## config.mk

```make
export PLATFORM = sky130hd
export DESIGN_NAME = adau_spi_master
export DESIGN_NICKNAME = d
export VERILOG_FILES = /design/src/rtl/adau_spi_master.sv
export SDC_FILE = /design/constraint.sdc
export NUM_CORES = 1
export LEC_CHECK = 0
export CAP_MARGIN = 20
export CORE_UTILIZATION = 35
export CTS_CLUSTER_DIAMETER = 80
export DETAILED_ROUTE_END_ITERATION = 10
export HOLD_SLACK_MARGIN = 0.15
export PLACE_DENSITY = 0.53
export SLEW_MARGIN = 5
export SYNTH_ARGS = -nofsm -noshare
export SYNTH_HDL_FRONTEND = slang
export SYNTH_SLANG_ARGS = --single-unit
```

## constraint.sdc

```tcl
create_clock -name clk -period 3.6 [get_ports clk]
set_input_delay 0.36 -clock clk [delete_from_list [all_inputs] [get_ports clk]]
set_output_delay 0.36 -clock clk [all_outputs]
set_load 0.01 [all_outputs]
```

## src/rtl/adau_spi_master.sv

```systemverilog
// SPI master for the ADAU codec control port: one 32-bit word per handshake, MSB-first, CPOL=1.
// Define ADAU_SPI_READBACK_EN to add COUT capture (spi_miso, read_data, read_valid).
module adau_spi_master #(
    parameter int CLK_DIV = 4,
    parameter int CS_GAP  = 8
) (
    input  logic        clk,
    input  logic        reset,
    input  logic [31:0] command,
    input  logic        command_valid,
    output logic        spi_ready,
    output logic        spi_clk,
    output logic        spi_mosi,
    output logic        spi_cs_n
`ifdef ADAU_SPI_READBACK_EN
    ,
    input  logic        spi_miso,
    output logic [7:0]  read_data,
    output logic        read_valid
`endif
);

    localparam logic [2:0] ST_IDLE     = 3'd0;
    localparam logic [2:0] ST_SETUP    = 3'd1;
    localparam logic [2:0] ST_SHIFT_LO = 3'd2;
    localparam logic [2:0] ST_SHIFT_HI = 3'd3;
    localparam logic [2:0] ST_HOLD     = 3'd4;
    localparam logic [2:0] ST_GAP      = 3'd5;

    // One phase counter serves every timed state, so it is sized for the longer of the two.
    localparam int CNT_MAX = (CLK_DIV > CS_GAP) ? CLK_DIV : CS_GAP;
    localparam int CNT_W   = (CNT_MAX > 1) ? $clog2(CNT_MAX) : 1;
    localparam logic [CNT_W-1:0] DIV_LAST = CNT_W'(CLK_DIV - 1);
    localparam logic [CNT_W-1:0] GAP_LAST = CNT_W'(CS_GAP - 1);

    generate
        if (CLK_DIV < 1) begin : g_bad_div
            $error("adau_spi_master: CLK_DIV must be >= 1");
        end
        if (CS_GAP < 1) begin : g_bad_gap
            $error("adau_spi_master: CS_GAP must be >= 1");
        end
    endgenerate

    logic [2:0]       state_q, state_d;
    logic [CNT_W-1:0] cnt_q, cnt_d;
    logic [4:0]       bit_q, bit_d;
    logic [31:0]      shreg_q, shreg_d;
    logic             ready_q, ready_d;
    logic             sclk_q, sclk_d;
    logic             mosi_q, mosi_d;
    logic             cs_n_q, cs_n_d;
    logic             div_last;
    logic             gap_last;

    assign div_last = (cnt_q == DIV_LAST);
    assign gap_last = (cnt_q == GAP_LAST);

    always_comb begin
        state_d = state_q;
        cnt_d   = cnt_q;
        bit_d   = bit_q;
        shreg_d = shreg_q;
        ready_d = ready_q;
        sclk_d  = sclk_q;
        mosi_d  = mosi_q;
        cs_n_d  = cs_n_q;

        case (state_q)
            ST_IDLE: begin
                ready_d = 1'b1;
                cs_n_d  = 1'b1;
                sclk_d  = 1'b1;
                mosi_d  = 1'b0;
                if (command_valid) begin
                    shreg_d = command;
                    state_d = ST_SETUP;
                    ready_d = 1'b0;
                    cs_n_d  = 1'b0;
                    mosi_d  = command[31];
                    cnt_d   = '0;
                    bit_d   = 5'd31;
                end
            end

            ST_SETUP: begin
                if (div_last) begin
                    state_d = ST_SHIFT_LO;
                    cnt_d   = '0;
                    sclk_d  = 1'b0;
                    mosi_d  = shreg_q[bit_q];
                end else begin
                    cnt_d = cnt_q + CNT_W'(1);
                end
            end

            ST_SHIFT_LO: begin
                if (div_last) begin
                    state_d = ST_SHIFT_HI;
                    cnt_d   = '0;
                    sclk_d  = 1'b1;
                end else begin
                    cnt_d = cnt_q + CNT_W'(1);
                end
            end

            ST_SHIFT_HI: begin
                if (div_last) begin
                    cnt_d = '0;
                    // Bit 0 ends the shift; the counter never steps below zero.
                    if (bit_q == 5'd0) begin
                        state_d = ST_HOLD;
                    end else begin
                        bit_d   = bit_q - 5'd1;
                        state_d = ST_SHIFT_LO;
                        sclk_d  = 1'b0;
                        mosi_d  = shreg_q[bit_q - 5'd1];
                    end
                end else begin
                    cnt_d = cnt_q + CNT_W'(1);
                end
            end

            ST_HOLD: begin
                if (div_last) begin
                    state_d = ST_GAP;
                    cnt_d   = '0;
                    cs_n_d  = 1'b1;
                    mosi_d  = 1'b0;
                end else begin
                    cnt_d = cnt_q + CNT_W'(1);
                end
            end

            ST_GAP: begin
                if (gap_last) begin
                    state_d = ST_IDLE;
                    cnt_d   = '0;
                    ready_d = 1'b1;
                end else begin
                    cnt_d = cnt_q + CNT_W'(1);
                end
            end

            default: begin
                state_d = ST_IDLE;
                cnt_d   = '0;
                bit_d   = '0;
                ready_d = 1'b1;
                cs_n_d  = 1'b1;
                sclk_d  = 1'b1;
                mosi_d  = 1'b0;
            end
        endcase
    end

    always_ff @(posedge clk or posedge reset) begin
        if (reset) begin
            state_q <= ST_IDLE;
            cnt_q   <= '0;
            bit_q   <= '0;
            shreg_q <= '0;
            ready_q <= 1'b1;
            sclk_q  <= 1'b1;
            mosi_q  <= 1'b0;
            cs_n_q  <= 1'b1;
        end else begin
            state_q <= state_d;
            cnt_q   <= cnt_d;
            bit_q   <= bit_d;
            shreg_q <= shreg_d;
            ready_q <= ready_d;
            sclk_q  <= sclk_d;
            mosi_q  <= mosi_d;
            cs_n_q  <= cs_n_d;
        end
    end

    assign spi_ready = ready_q;
    assign spi_clk   = sclk_q;
    assign spi_mosi  = mosi_q;
    assign spi_cs_n  = cs_n_q;

`ifdef ADAU_SPI_READBACK_EN
    logic [7:0] miso_sr_q;
    logic       sample_en;
    logic       gap_entry;

    // COUT is taken at the end of each high phase, just before CCLK falls.
    assign sample_en = (state_q == ST_SHIFT_HI) && div_last;
    assign gap_entry = (state_q == ST_HOLD) && div_last;

    always_ff @(posedge clk or posedge reset) begin
        if (reset) begin
            miso_sr_q  <= '0;
            read_data  <= '0;
            read_valid <= 1'b0;
        end else begin
            read_valid <= gap_entry;
            if (sample_en) begin
                miso_sr_q <= {miso_sr_q[6:0], spi_miso};
            end
            if (gap_entry) begin
                read_data <= miso_sr_q;
            end
        end
    end
`endif

endmodule

```

After elaboration in Yosys (flattened, before gate mapping):

Cells that the tools add are included.

* register bits after elaboration: 47
* latch bits: 0
* RAM bits: 0
* ROM bits: 0
* input port bits: 35
* output and inout bits: 4
* word-level logic and storage cells: 79
* memories kept: 0

* $add $sub $neg: 2
* $mul: 0
* divide/modulo/power cells: 0
* magnitude comparators: 2
* equal/unequal tests: 14
* shift operators: 0
* multiplexer cells: 34
* bitwise logic cells: 5
* reductions and logical operators: 14

Operators with widths (count)
* 3-bit 2-to-1 mux: 10
* 3-bit case mux with 6 select lines: 1
* 5-bit 2-to-1 mux: 3
* 5-bit case mux with 3 select lines: 1
* 2-bit inequality test (second input constant): 7
* 5-bit by 6-bit less-than comparator with 1-bit output (second input constant): 2
* 1-bit 2-to-1 mux: 12
* 4-bit OR reduction: 3
* 1-bit binary-select mux with 5-bit select: 2
* 5-bit AND reduction: 2
* 3-bit by 2-bit == test with 1-bit output (second input constant): 3
* 3-bit == test (second input constant): 3
* 3-bit case mux with 3 select lines: 1
* 1-bit case mux with 3 select lines: 2
* 2-bit AND reduction: 3
* 6-bit AND reduction: 1
* 5-bit zero test: 1
* 1-bit NOT: 5
* 1-bit case mux with 5 select lines: 1
* 5-bit by 1-bit subtractor with 5-bit output (second input constant): 1
* 1-bit case mux with 4 select lines: 1
* 4-bit AND reduction: 1
* 2-bit OR reduction: 2
* 3-bit by 1-bit adder with 3-bit output (second input constant): 1
* other kinds (2): 2

Depth between registers and ports, before layout:

* word-level depth: 6
* mapped depth: 10
* mapped depth without buffers: 7

Worst setup path after synthesis:

No wires, ideal clock.

* kind: reg-to-reg
* start point: register bit_q[0]
* end point: register mosi_q (netlist: spi_mosi)
* setup time: 0.135 ns
* data arrival time: 2.379 ns
* data required time: 3.465 ns
* path slack: 1.085 ns
* cell stages (with the launch flop): 10
* path buffers: 3
* cell sequence: dfrtp_1 -> buf_6 -> buf_8 -> inv_1 -> ha_1 -> clkbuf_1 -> mux4_2 -> mux4_2 -> nand4_1 -> nand3_1

* longest elaborated chain between the ends: 6
* elaborated cells between the ends (all ways): 12
* classes of those cells: add/sub: 1; eq/ne: 1; mux: 8; reduce/logical: 2

RTL lines
* from (decl): RTL line 47 `logic [4:0] bit_q, bit_d;`
* from (signal assigned): RTL line 170 `bit_q <= bit_d;`
* 5-bit by 1-bit subtractor with 5-bit output: RTL line 117 `mosi_d = shreg_q[bit_q - 5'd1];`
* 1-bit binary-select mux with 5-bit select: RTL line 117
* 1-bit 2-to-1 mux (not written as such): RTL line 117
* 1-bit 2-to-1 mux: RTL line 111 `if (bit_q == 5'd0) begin`
* 1-bit 2-to-1 mux: RTL line 108 `if (div_last) begin`
* 1-bit case mux with 5 select lines: RTL line 69 `case (state_q)`
* to (signal assigned): RTL line 174 `mosi_q <= mosi_d;`
* to (decl): RTL line 51 `logic mosi_q, mosi_d;`

Parallel ways exist; a longest one is shown, timed or not. The select of a mux whose other input is x is not followed.
A chain may end at the register's enable or synchronous reset.

Worst setup path after layout:

* start point: register bit_q[1]
* end point: register mosi_q (netlist: spi_mosi)

Same word-level chain as after synthesis.

==> metrics.yaml <==
run_status:
  status: "completed"
clock_network:
  cts_made_buffers: 5
  clk_latency_ps: 300
  cts_sinks: 47
  cts_setup_buffers: 0
  path_clk_slew_ps: 90
  ctsResizeCount: 0
  hold_buffers: 0
  htreeDepth: 2
  clockBufferDepth: 2
  clock-root-buffer: "clkbuf_8"
  cts_tree: "done"
timing:
  finalSetupTns_ps: 0
  timing.final.ws_setup_ps: 898.4
  fin_worst_skew_ps: 4.984
  relSlewSlack: 0.5138
  tightest_slew_ps: 729.3
  finalHoldViolCount: 0
  finalCritPeriodShare: 0.7504
  drv_slew: 0
  final.min_clock_period_ps: 2702
  max_freq_mhz: 370.2
  setup_viol: 0
  rsz0062_at_grt: "false"
worst_setup_path:
  cpPeakStageDelay_ps: 660
  path_cells: "inv_1 -> ha_1 -> mux4_2 -> mux4_2 -> nand4_1 -> nand3_1"
  rrSetupSlack_ps: 900
  worstRegToRegCells: 6
  worst_setup_path_start_kind: "flop"
  cp.arrival_ps: 2880
  crit_path_top_delay_cell: "dfrtp_1"
  worst_path_most_repeated_cell: "mux4_2"
  cp_max_fo: 12
  reg2reg_from: "bit_q[1]"
  critPathRequiredTime_ps: 3780
  crit_type: "reg -> reg"
  r2r_end: "spi_mosi"
  cp-end-kind: "flop"
synth:
  synth.distinct_cells: 53
  netlist_area_mm2: 0.002882
  yosysSeqAreaShare: 0.4095
  syn_avg_cell_area_um2: 12.42
  yosysWarnings: 0
  synth-seq-cells: 47
  synth_flop_cell: "dfrtp_1"
  async_flop_share: 1.000
  synthesis.nets: 273
  synth_edf_count: 0
  syn_inst: 232
floorplanning:
  ios: 39
  dieArea_mm2: 0.008600
  core_area_mm2: 0.007848
  start_util: 0.3672
  die_h_um: 92.74
  die_x_um: 92.74
  rows: 32
placement:
  place.gp.congestion: 0.7862
  hpwl_um: 4342
  port_buffers: 38
  place_worst_setup_slack_ps: 906.5
routing:
  postRouteAntennaNets: 0
  drc: 0
  wl_um: 5882
  vias: 1992
  first_pass_iters: 5
  avgViaCountPerCell: 5.443
  drt-wirelength-per-cell_um: 16.07
  drt-initial-drc-count: 120
global_route:
  grt_max_degree: 48
  grt_use_total: 0.1522
  antenna_found_initial: 0
  grt_pass1_wl_um: 10200
  grt_pass1_vias: 1984
  grt_overflow: 0
layout:
  layout_commonest_cell: "dfrtp_1"
  drive_above_1_share: 0.2652
  layout_common_cells: "dfrtp_1 (44), clkdlybuf4s50_1 (38), mux2_2 (34)"
  multiInputGateArea_mm2: 0.001491
  area_delta_synth_final_pct: 16.59
  seq_area_mm2: 0.001180
  nFillCells: 772
  final_nets: 304
  n_antenna_cell: 0
power_and_ir_drop:
  ir_drop_v: 0.0002732
  p_per_area_mw_per_mm2: 844.1
  p_leak_uw: 0.001319
hold_path:
  hp-class: "in -> async"
job:
  max_cap_viol_count: 0
[worst max path at each step]
stage	from	cells after the start	slack, ps	to
after floorplan	bit_q[0]	9	1090	spi_mosi
after global placement	bit_q[1]	6	930	spi_mosi
after detailed placement	bit_q[1]	6	910	spi_mosi
after CTS	bit_q[1]	6	900	spi_mosi
after global routing	bit_q[1]	6	770	spi_mosi
final	bit_q[1]	6	900	spi_mosi
[Yosys cell counts, drive strengths merged, types with 2 or more instances]
library cell | n | share of area
nor2b | 3 | 0.0065
buf | 12 | 0.035
a21oi | 12 | 0.022
o31ai | 2 | 0.0052
xnor2 | 2 | 0.0061
nand2 | 7 | 0.0091
inv | 12 | 0.016
nand3 | 5 | 0.0087
ha | 6 | 0.026
a2111oi | 2 | 0.0061
a211oi | 3 | 0.0078
dfrtp | 44 | 0.38
nor3 | 3 | 0.0052
nor3b | 2 | 0.0052
mux4 | 18 | 0.15
o21ai | 15 | 0.026
mux2 | 34 | 0.13
dfstp | 3 | 0.027
a31oi | 3 | 0.0065
nor2 | 12 | 0.016
o22a | 2 | 0.0061
clkbuf | 6 | 0.022
[power breakdown]
part	switching [uW]	total (uW)	internal (uW)	leakage, uW
logic	590	1430	845	0.000718
registers	292	1070	778	0.000561
clock network	192	331	139	0.0000408
[final cells by class]
cell class,count,share of cell area
clock buffer,5,0.02048
multi-input combinational,155,0.4439
clock inverter,3,0.007076
timing repair buffer,42,0.1259
tap,102,0.03799
sequential,47,0.3512
inverter,12,0.01341
[registers in the layout, indices dropped and copies added (netlist names)]
register,cells
state_q,3
spi_mosi,1
bit_q,5
spi_cs_n,1
spi_clk,1
spi_ready,1
shreg_q,32
cnt_q,3
[cell families after synthesis]
family          after synthesis  synth area share
compound gates               53            0.1255
xor+xnor                      3          0.009120
fa+ha+maj                     6           0.02605
buf+inv                      30           0.07294
flops                        47            0.4095
mux                          53            0.2822
simple gates                 40           0.07469
[per-stage QoR]
step / total power (uW) / hold WS, ps / instance area, um^2 / util / instances
2_1_floorplan: 2249 / 477.2 / 2882 / - / 232
3_3_place_gp: 2509 / 500.7 / 3247 / 0.4137 / 357
3_5_place_dp: 2523 / 519.1 / 3247 / 0.4137 / 357
4_1_cts: 2862 / 530.8 / 3339 / 0.4255 / 365
5_1_grt: 3053 / 419.1 / 3359 / 0.4281 / 366
6_report: 2836 / 380.5 / 3359 / 0.4281 / 366
[worst max-delay path: cells and delay by family (launching register included)]
family                     cells  cell delay, ps
adders and majority gates      1             560
buffers and inverters          1             180
muxes                          2            1000
and+or+nand+nor                2             170
DFF                            1             660
[layer usage]
| metal | vias to the layer above | part of all wire | track usage | wire length, um |
|---|---|---|---|---|
| met2 | 38 | 0.48 | 0.2420 | 2796 |
| met3 | 5 | 0.033 | 0.02874 | 195 |
| li1 | 948 | - | - | - |
| met4 | 0 | 0.011 | 0.04231 | 65 |
| met1 | 1001 | 0.48 | 0.2123 | 2824 |
| met5 | - | 0 | 0 | 0 |
Note: power is estimated with default switching activity, not from simulation.
